### src/rtl/operand_entry_8_bits.sv
// operand_entry_8_bits: builds an 8-bit adder operand from two debounced nibble entries
// Optional feature macro: NIBBLE_PREVIEW_EN (adds the preview output)
// Ports:
//   clk        system clock, all state on rising edge
//   areset     asynchronous reset, active-low
//   sw[3:0]    nibble switches, sampled only in the capture cycle
//   key_n      entry button, active-low, bouncy
//   clr_n      clear button, active-low, bouncy
//   value[7:0] last completed operand {hi, lo}, held between entries
//   valid      one-cycle pulse in the cycle value updates
//   lo_pending high nibble captured, waiting for the low nibble
//   preview    (NIBBLE_PREVIEW_EN only) byte being composed
module operand_entry_8_bits #(
    parameter int DEBOUNCE_CYCLES = 500000,
    parameter int DB_CNT_W        = 20
) (
    input  logic       clk,
    input  logic       areset,
    input  logic [3:0] sw,
    input  logic       key_n,
    input  logic       clr_n,
    output logic [7:0] value,
    output logic       valid,
    output logic       lo_pending
`ifdef NIBBLE_PREVIEW_EN
    ,
    output logic [7:0] preview
`endif
);
    typedef enum logic {S_HI, S_LO} state_t;
    localparam logic [DB_CNT_W-1:0] LAST = DB_CNT_W'(DEBOUNCE_CYCLES - 1);
    // bit 0 = key, bit 1 = clear
    logic [1:0] sync1, sync2, db, db_q, press;
    logic [DB_CNT_W-1:0] cnt [2];
    state_t state, state_d;
    logic [3:0] hi_reg, hi_d;
    logic [7:0] value_d;
    logic valid_d;
    always_ff @(posedge clk or negedge areset) begin
        if (!areset) begin
            sync1 <= 2'b11;
            sync2 <= 2'b11;
            db_q  <= 2'b11;
        end else begin
            sync1 <= {clr_n, key_n};
            sync2 <= sync1;
            db_q  <= db;
        end
    end
    for (genvar b = 0; b < 2; b++) begin : g_db
        // a level change is accepted only after LAST+1 consecutive differing samples
        always_ff @(posedge clk or negedge areset) begin
            if (!areset) begin
                db[b]  <= 1'b1;
                cnt[b] <= '0;
            end else if (sync2[b] == db[b]) begin
                cnt[b] <= '0;
            end else if (cnt[b] == LAST) begin
                db[b]  <= sync2[b];
                cnt[b] <= '0;
            end else begin
                cnt[b] <= cnt[b] + 1'b1;
            end
        end
    end
    assign press = db_q & ~db;
    always_ff @(posedge clk or negedge areset) begin
        if (!areset) begin
            state  <= S_HI;
            hi_reg <= 4'h0;
            value  <= 8'h00;
            valid  <= 1'b0;
        end else begin
            state  <= state_d;
            hi_reg <= hi_d;
            value  <= value_d;
            valid  <= valid_d;
        end
    end
    // clear has priority over a simultaneous key press
    always_comb begin
        state_d = state;
        hi_d    = hi_reg;
        value_d = value;
        valid_d = 1'b0;
        if (press[1]) begin
            state_d = S_HI;
            hi_d    = 4'h0;
            value_d = 8'h00;
        end else if (press[0]) begin
            if (state == S_HI) begin
                hi_d    = sw;
                state_d = S_LO;
            end else begin
                value_d = {hi_reg, sw};
                valid_d = 1'b1;
                state_d = S_HI;
            end
        end
    end
    assign lo_pending = (state == S_LO);
`ifdef NIBBLE_PREVIEW_EN
    assign preview = {(state == S_LO) ? hi_reg : 4'h0, sw};
`endif
endmodule

### config.mk
export PLATFORM = sky130hd
export DESIGN_NAME = operand_entry_8_bits
export DESIGN_NICKNAME = d
export VERILOG_FILES = /design/src/rtl/operand_entry_8_bits.sv
export SDC_FILE = /design/constraint.sdc
export NUM_CORES = 1
export LEC_CHECK = 0
export ABC_CLOCK_PERIOD_IN_PS = 1970
export BUFFER_PORTS_ARGS = -buffer_cell sky130_fd_sc_hd__buf_4
export CAP_MARGIN = 40
export CELL_PAD_IN_SITES_DETAIL_PLACEMENT = 0
export CELL_PAD_IN_SITES_GLOBAL_PLACEMENT = 1
export CORE_MARGIN = 10
export CORE_UTILIZATION = 30
export CTS_CLUSTER_SIZE = 14
export DETAILED_ROUTE_END_ITERATION = 8
export GPL_ROUTABILITY_DRIVEN = 0
export GPL_TIMING_DRIVEN = 0
export HOLD_SLACK_MARGIN = 0.03
export PLACE_DENSITY = 0.61
export RECOVER_POWER = 100
export SLEW_MARGIN = 20
export SYNTH_ARGS = -nofsm -noshare
export SYNTH_HDL_FRONTEND = slang
export SYNTH_SLANG_ARGS = --single-unit
### constraint.sdc
create_clock -name clk -period 1.97 [get_ports clk]
set_input_delay 0.394 -clock clk [delete_from_list [all_inputs] [get_ports clk]]
set_output_delay 0.394 -clock clk [all_outputs]
set_load 0.05 [all_outputs]
==> qor.yml, run 1 <==
route:
  vias: 1993
  initialDrtViolationCount: 174
  wl_per_cell_um: 13.1
  drtPass1Iterations: 5
  ant_nets: 0
  route.detailed.drc: 0
  routed_wl_um: 5700
  viasPerCell: 4.57
grt:
  use_met1_pct: 11.8
  antenna_found_initial: 0
  gr-total-overflow: 0
  grt_pass1_wl_um: 10000
  gr-usage-met3_pct: 2.49
  grt_start_max_net_pins: 63
  busiest_layer: "met2"
  grtUsageTotal_pct: 8.66
  grtUsageMet2_pct: 12.0
  grt_pass1_vias: 2023
cts:
  numCtsBuffers: 9
  h-tree-depth: 3
  cts_tree: "built"
  clock-sinks: 62
  cts_root_buf: "clkbuf_8"
  clock_latency_ns: 0.33
  clock_path_buffers: 2
  clkTransAtPathRegs_ns: 0.07
synthesis:
  synth-seq-cells: 62
  async_reset_ff_share_pct: 100
  synth-main-ff-cell: "dfrtp_1"
  synth_cells: 268
  synth-seq-area-share_pct: 54.2
  syn_area_um2: 2880
  yosysUniqueCellTypes: 39
  yosys_warnings: 0
  synth_area_per_cell_um2: 10.7
  mappedNetlistNets: 278
  synth-edff-count: 0
worst_setup_path:
  cp.required_ns: 2.23
  cp_num_buf_inv: 0
  crit_chain: "ha_1, nand3_2, nand4b_1, nor2_1, mux2_2"
  cp_max_fo: 8
  crit_family: "simple AND/OR/NAND/NOR gates"
  crit_type: "reg -> reg"
  crit_arrival_ns: 2.10
  worstSetupEndpointType: "register"
  cpPeakStageDelay_ns: 0.39
  start_kind: "register"
  crit_slowest_cell: "dfrtp_1"
timing:
  hold_viol: 0
  period_share_pct: 93.2
  skew_ns: 0.00899
  drv_slew: 0
  finalSetupTns_ns: 0
  max_freq_mhz: 545
  layout_min_cycle_time_ns: 1.84
  setup_violations: 0
  fin_hold_ws_ns: 0.175
  fin_ws_ns: 0.134
  relSlewSlack_pct: 50.1
  worst_pin_slew_ns: 0.748
  rsz0062_at_grt: "no"
final_layout:
  postLayoutCoreUtil_pct: 36.5
  final_common_cell: "nor2_1"
  layout_common_cells: "nor2_1 (59), dfrtp_1 (54), xnor2_1 (28)"
  fillers: 975
  drive_above_1_share_pct: 16.9
  final_nets: 312
  areaGrowthSynthToFinish_pct: 17.7
  antenna_cells: 0
  layout.cells.non_filler: 436
  largest_reg_flops: 40
pwr:
  p_leak_uw: 0.00140
  peakVddDrop_mv: 0.232
  powerDensity_nw_per_um2: 746
die:
  start_util_pct: 31.0
  rows: 35
  core-area_um2: 9280
  ioPinCount: 18
  die_area_um2: 13900
  die_h_um: 118
  die-width_um: 118
placement:
  dp.cells: 414
  dp_hpwl_um: 3750
  dp_slack_ns: -0.191
  port_buffers: 17
run:
  cap_violations: 0
hold_path:
  hp-class: "in -> reg"
status:
  status: "complete, no violations"
-- path summary, 6_finish.rpt --
kind | from | endpoint | slack (ns) | cells after the start
worst max-delay path | cnt[20]$_DFF_PN0_ | db[0]$_DFFE_PN1P_ | 0.13 | 5
worst min-delay path | clr_n | sync1[1]$_DFF_PN1_ | 0.17 | 1
worst max register to register | cnt[20]$_DFF_PN0_ | db[0]$_DFFE_PN1P_ | 0.13 | 5
worst min register to register | sync1[0]$_DFF_PN1_ | sync2[0]$_DFF_PN1_ | 0.35 | 0
max in group asynchronous | areset | sync1[0]$_DFF_PN1_ | 0.27 | 3
min in group asynchronous | areset | cnt[1]$_DFF_PN0_ | 0.65 | 2
-- metrics by stage --
step	total power [uW]	area, um^2
after detailed placement	1440	3170
after global routing	2660	3390
after global placement	1440	3170
final	2530	3390
after floorplan	1380	2880
after CTS	2570	3390
-- cell usage after synthesis (2+ instances only) --
cell      number  area share [%]
nor2_1        59             7.7
dfrtp_1       54              47
xnor2_1       28             8.5
mux2i_1       14             4.9
inv_1         10             1.3
nand3_1       10             1.7
nand2_1        9             1.2
nor3_1         9             1.6
nor4_1         9             2.0
dfstp_2        8             7.3
nand4_1        6             1.3
xor2_1         5             1.5
a21oi_1        4            0.70
nand4_2        4             1.7
nor4_2         4             1.7
and3_1         2            0.43
buf_2          2            0.35
clkbuf_1       2            0.26
ha_1           2            0.87
mux2_2         2            0.78
nand3b_1       2            0.52
nor4b_1        2            0.61
nor4bb_1       2            0.70
o21ai_0        2            0.35
o31ai_1        2            0.52
or4_1          2            0.52
-- power by group --
group          total, uW  switching (uW)  internal (uW)
logic                107            73.2           34.1
clock network       1110             499            614
registers           1310            16.7           1290
-- cell families after synthesis --
kind of cell / Yosys count / synth area share [%]
and+or+nand+nor: 130 / 24.8
buffers and inverters: 14 / 1.91
muxes: 16 / 5.65
xor gates and xnor gates: 33 / 10.0
DFF: 62 / 54.2
adders and majority gates: 2 / 0.869
AOI/OAI and AO/OA: 11 / 2.56
-- per-layer routing --
metal  up-vias  wire length (um)
met5         -                 0
met2        34              2460
met1       963              2960
met3         8               187
met4         0                92
li1        988                 -
-- worst reg2reg max path, delay by kind of cell (launching register included) --
kind / cells / cell delay, ns
DFF: 1 / 0.39
and+or+nand+nor: 3 / 0.81
muxes: 1 / 0.37
adders and majority gates: 1 / 0.21
-- layout make-up --
| cell class | count | area [um^2] | area share [%] |
|---|---|---|---|
| buffer | 4 | 22.5 | 0.664 |
| clock buffer | 10 | 138 | 4.06 |
| clock inverter | 6 | 61.3 | 1.81 |
| inverter | 10 | 37.5 | 1.11 |
| multi-input combinational | 192 | 1280 | 37.7 |
| sequential | 62 | 1560 | 46.1 |
| tap | 129 | 161 | 4.76 |
| timing repair buffer | 23 | 129 | 3.80 |
-- timing repair --
action	CTS	global route
endpoints found under the setup margin	20	22
setup buffers	0	4
gates resized for setup	4	3
hold buffers	0	1
pin swaps	0	2
endpoints found under the hold margin	0	24
No activity file was read; power rests on OpenSTA's default activity.
==> run 2: changes to the inputs <==
==> constraint.sdc (replaced) <==
create_clock -name clk -period 1.97 [get_ports clk]
set_input_delay 0.394 -clock clk [delete_from_list [all_inputs] [get_ports clk]]
set_output_delay 0.394 -clock clk [all_outputs]
set_load 0.1 [all_outputs]
==> qor.yml, run 2 (synthesis results as in run 1) <==
final_layout:
  layout_common_cells: "nor2_1 (59), dfrtp_1 (54), xnor2_1 (28)"
  final_common_cell: "nor2_1"
  largest_reg_flops: 40
  postLayoutCoreUtil_pct: 36.7
  drive_above_1_share_pct: 20.2
  areaGrowthSynthToFinish_pct: 18.2
  final_nets: 312
  antenna_cells: 0
cts:
  cts_tree: "built"
  h-tree-depth: 3
  numCtsBuffers: 9
  cts_root_buf: "clkbuf_8"
  clock-sinks: 62
  clock_path_buffers: 2
  clkTransAtPathRegs_ns: 0.07
  clock_latency_ns: 0.33
die:
  ioPinCount: 18
  core-area_um2: 9280
  die_area_um2: 13900
  start_util_pct: 31.0
  rows: 35
  die-width_um: 118
  die_h_um: 118
route:
  wl_per_cell_um: 13.0
  route.detailed.drc: 0
  routed_wl_um: 5680
  initialDrtViolationCount: 176
  drtPass1Iterations: 5
  ant_nets: 0
  viasPerCell: 4.56
  vias: 1988
timing:
  worst_pin_slew_ns: 0.748
  fin_ws_ns: 0.133
  max_freq_mhz: 544
  hold_viol: 0
  rsz0062_at_grt: "no"
  drv_slew: 0
  layout_min_cycle_time_ns: 1.84
  setup_violations: 0
  relSlewSlack_pct: 50.1
  period_share_pct: 93.2
  skew_ns: 0.00868
grt:
  busiest_layer: "met2"
  grtUsageMet2_pct: 12.0
  gr-total-overflow: 0
  gr-usage-met3_pct: 2.49
  antenna_found_initial: 0
  use_met1_pct: 11.8
  grt_pass1_vias: 2023
  grt_pass1_wl_um: 10000
  grtUsageTotal_pct: 8.66
  grt_start_max_net_pins: 63
pwr:
  p_leak_uw: 0.00143
  peakVddDrop_mv: 0.232
  powerDensity_nw_per_um2: 749
run:
  cap_violations: 0
status:
  status: "complete, no violations"
worst_setup_path:
  start_kind: "register"
  crit_type: "reg -> reg"
  cp.required_ns: 2.23
  crit_arrival_ns: 2.10
  worstSetupEndpointType: "register"
  cp_max_fo: 8
placement:
  dp_hpwl_um: 3750
  port_buffers: 17
  dp_slack_ns: -0.191
hold_path:
  hp-class: "in -> reg"
==> run 2: cell types whose count changed in the layout (fill, tap and decap cells not counted) <==
cell,before,now
clkbuf_2,2,12
clkbuf_1,13,3
==> run 2: final cells by class <==
| class | instances | area (um^2) |
|---|---|---|
| buffer | 4 | 22.5 |
| clock buffer | 10 | 138 |
| clock inverter | 6 | 61.3 |
| fill | 975 | 5880 |
| inverter | 10 | 37.5 |
| multi-input combinational | 192 | 1280 |
| sequential | 62 | 1560 |
| tap | 129 | 161 |
| timing repair buffer | 23 | 141 |
==> run 2: timing repair <==
| action | 4_1_cts | 5_1_grt |
|---|---|---|
| pin swaps | 0 | 2 |
| setup buffers | 0 | 4 |
| gates resized for setup | 4 | 3 |
| setup endpoints to repair | 20 | 22 |
| hold endpoints to repair | 0 | 24 |
| hold buffers | 0 | 1 |
==> run 2: through the flow <==
| stage | total power [uW] | hold WS [ns] | TNS [ns] | instances | instance area [um^2] |
|---|---|---|---|---|---|
| floorplan | 1400 | 0.0984 | 0 | 268 | 2880 |
| global placement | 1450 | 0.351 | -2.62 | 414 | 3170 |
| detailed placement | 1450 | 0.347 | -2.78 | 414 | 3170 |
| CTS | 2590 | 0.157 | 0 | 430 | 3390 |
| global route | 2680 | 0.156 | 0 | 436 | 3400 |
| finish | 2550 | 0.175 | 0 | 436 | 3400 |
==> run 2: critical path: stages (launching register included) <==
cell	delay [ns]
dfrtp_1	0.39
ha_1	0.21
nand3_2	0.22
nand4b_1	0.32
nor2_1	0.27
mux2_2	0.37
==> run 2: worst paths after layout <==
| check | end | slack, ns | cells past startpoint | startpoint |
|---|---|---|---|---|
| min in group asynchronous | cnt[1]$_DFF_PN0_ | 0.65 | 2 | areset |
| worst min register to register | sync2[0]$_DFF_PN1_ | 0.35 | 0 | sync1[0]$_DFF_PN1_ |
| worst max register to register | db[0]$_DFFE_PN1P_ | 0.13 | 5 | cnt[20]$_DFF_PN0_ |
| worst max-delay path | db[0]$_DFFE_PN1P_ | 0.13 | 5 | cnt[20]$_DFF_PN0_ |
| max in group asynchronous | sync1[0]$_DFF_PN1_ | 0.27 | 3 | areset |
| worst min-delay path | sync1[1]$_DFF_PN1_ | 0.17 | 1 | clr_n |
==> run 2: layer usage <==
| layer | vias up | wire length, um |
|---|---|---|
| met5 | - | 0 |
| met4 | 0 | 100 |
| met3 | 9 | 198 |
| met2 | 31 | 2460 |
| met1 | 959 | 2920 |
| li1 | 989 | - |
==> run 2: report_power, final <==
part / total (uW) / switching, uW / internal [uW]
combinational: 125 / 89.6 / 35.1
sequential: 1310 / 16.7 / 1290
clock: 1110 / 498 / 614
total: 2550 / 605 / 1940
==> run 3: changes to the inputs <==
--- a/config.mk
+++ b/config.mk
@@ -7,7 +7,6 @@
 export LEC_CHECK = 0
 export ABC_CLOCK_PERIOD_IN_PS = 1970
 export BUFFER_PORTS_ARGS = -buffer_cell sky130_fd_sc_hd__buf_4
-export CAP_MARGIN = 40
 export CELL_PAD_IN_SITES_DETAIL_PLACEMENT = 0
 export CELL_PAD_IN_SITES_GLOBAL_PLACEMENT = 1
 export CORE_MARGIN = 10
@@ -18,7 +17,6 @@
 export GPL_TIMING_DRIVEN = 0
 export HOLD_SLACK_MARGIN = 0.03
 export PLACE_DENSITY = 0.61
-export RECOVER_POWER = 100
 export SLEW_MARGIN = 20
 export SYNTH_ARGS = -nofsm -noshare
 export SYNTH_HDL_FRONTEND = slang
==> qor.yml, run 3 (synthesis results as in run 1) <==
status:
  status: "complete, no violations"
placement:
  port_buffers: 17
  dp_hpwl_um: 3750
timing:
  finalSetupTns_ns: 0
  period_share_pct: 92.7
  skew_ns: 0.00963
  max_freq_mhz: 548
  layout_min_cycle_time_ns: 1.83
  relSlewSlack_pct: 46.1
  drv_slew: 0
  worst_pin_slew_ns: 0.809
  rsz0062_at_grt: "no"
  fin_hold_ws_ns: 0.115
  setup_violations: 0
  hold_viol: 0
final_layout:
  register_area_um2: 1560
  final_nets: 310
  final_common_cell: "nor2_1"
  areaGrowthSynthToFinish_pct: 19.2
  multi_input_area_um2: 1290
  layout_common_cells: "nor2_1 (58), dfrtp_1 (54), xnor2_1 (28)"
  largest_reg_flops: 40
  antenna_cells: 0
  drive_above_1_share_pct: 21.6
  fillers: 963
cts:
  clkTransAtPathRegs_ns: 0.07
  cts_tree: "built"
  clock_latency_ns: 0.33
  clock_path_buffers: 2
  cts_root_buf: "clkbuf_8"
  numCtsBuffers: 9
  h-tree-depth: 3
  clock-sinks: 62
worst_setup_path:
  worstSetupEndpointType: "register"
  timing.rr.start: "cnt[20]$_DFF_PN0_"
  reg2reg_depth: 5
  rr_endpoint: "db[0]$_DFFE_PN1P_"
  cp_max_fo: 8
  cp.required_ns: 2.23
  crit_type: "reg -> reg"
  start_kind: "register"
  ff2ff_setup_slack_ns: 0.14
  crit_arrival_ns: 2.09
hold_path:
  hp-class: "in -> async"
die:
  start_util_pct: 31.0
  die-width_um: 118
  die_h_um: 118
  ioPinCount: 18
  rows: 35
  core-area_um2: 9280
  die_area_um2: 13900
run:
  cap_violations: 0
route:
  routed_wl_um: 5640
  wl_per_cell_um: 13.0
  viasPerCell: 4.62
  vias: 2003
  route.detailed.drc: 0
  initialDrtViolationCount: 171
  drtPass1Iterations: 4
  ant_nets: 0
pwr:
  p_leak_uw: 0.00144
  fin_total_pwr_uw: 2550
  powerDensity_nw_per_um2: 743
  peakVddDrop_mv: 0.232
grt:
  grtUsageTotal_pct: 8.66
  grt_start_max_net_pins: 63
  grt_pass1_wl_um: 10000
  grt_pass1_vias: 2023
  gr-total-overflow: 0
  antenna_found_initial: 0
==> run 3: changes by cell type in the layout (fill, tap and decap cells not counted), moves of 2 or more <==
cell / before / now
buf_4: 6 / 22
clkbuf_2: 12 / 0
clkbuf_4: 5 / 1
dfstp_1: 2 / 0
dfstp_2: 6 / 8
==> run 3: layer usage <==
| layer | track usage, % | share of wire (%) |
|---|---|---|
| met1 | 11.8 | 51 |
| met5 | 0 | 0 |
| met3 | 2.49 | 4.1 |
| met2 | 12.0 | 43 |
| met4 | 4.48 | 1.9 |
==> run 3: critical path: stages, from the launching register on <==
cell and delay (ns):
dfrtp_1 0.39, ha_1 0.21, nand3_2 0.21, nand4b_1 0.32
nor2_1 0.26, mux2_2 0.36
==> run 3: power by group <==
group	total [uW]	leakage, uW	internal [uW]	switching [uW]
Clock	1120	0.000102	614	501
Sequential	1310	0.000824	1290	16.7
Combinational	127	0.000510	37.7	88.9
Total	2550	0.00144	1950	607
==> run 3: layout make-up <==
type	count	share of cell area [%]
Timing Repair Buffer	21	4.59
Clock inverter	6	1.79
Multi-Input combinational cell	192	37.7
Buffer	4	0.656
Tap cell	129	4.70
Inverter	10	1.09
Clock buffer	10	4.01
Sequential cell	62	45.5
==> run 3: how the worst max path moves through the flow <==
| stage | startpoint | endpoint | slack [ns] |
|---|---|---|---|
| 6_report | cnt[20]$_DFF_PN0_ | db[0]$_DFFE_PN1P_ | 0.14 |
| 5_1_grt | cnt[0]$_DFF_PN0_ | cnt[18]$_DFF_PN0_ | 0.0009 |
| 3_5_place_dp | cnt[20]$_DFF_PN0_ | cnt[31]$_DFF_PN0_ | -0.19 |
| 4_1_cts | cnt[20]$_DFF_PN0_ | cnt[36]$_DFF_PN0_ | 0.007 |
| 3_3_place_gp | cnt[20]$_DFF_PN0_ | cnt[33]$_DFF_PN0_ | -0.17 |
| 2_1_floorplan | lo_pending$_DFFE_PN0P_ | value[0]$_DFFE_PN0P_ | 0.19 |
==> run 3: what timing repair did <==
item	CTS	global route
hold buffers	0	0
gates cloned	0	0
pin swaps	0	2
buffers inserted	0	4
endpoints found under the setup margin	20	22
gates resized for setup	4	3
==> run 3: through the flow <==
| step | util (%) | setup WS, ns | instances | instance area [um^2] |
|---|---|---|---|---|
| after floorplan | - | 0.187 | 268 | 2880 |
| after global placement | 34.1 | -0.174 | 414 | 3170 |
| after detailed placement | 34.1 | -0.191 | 414 | 3170 |
| after CTS | 36.5 | 0.00730 | 430 | 3390 |
| after global routing | 37.0 | 0.000853 | 434 | 3430 |
| final | 37.0 | 0.144 | 434 | 3430 |
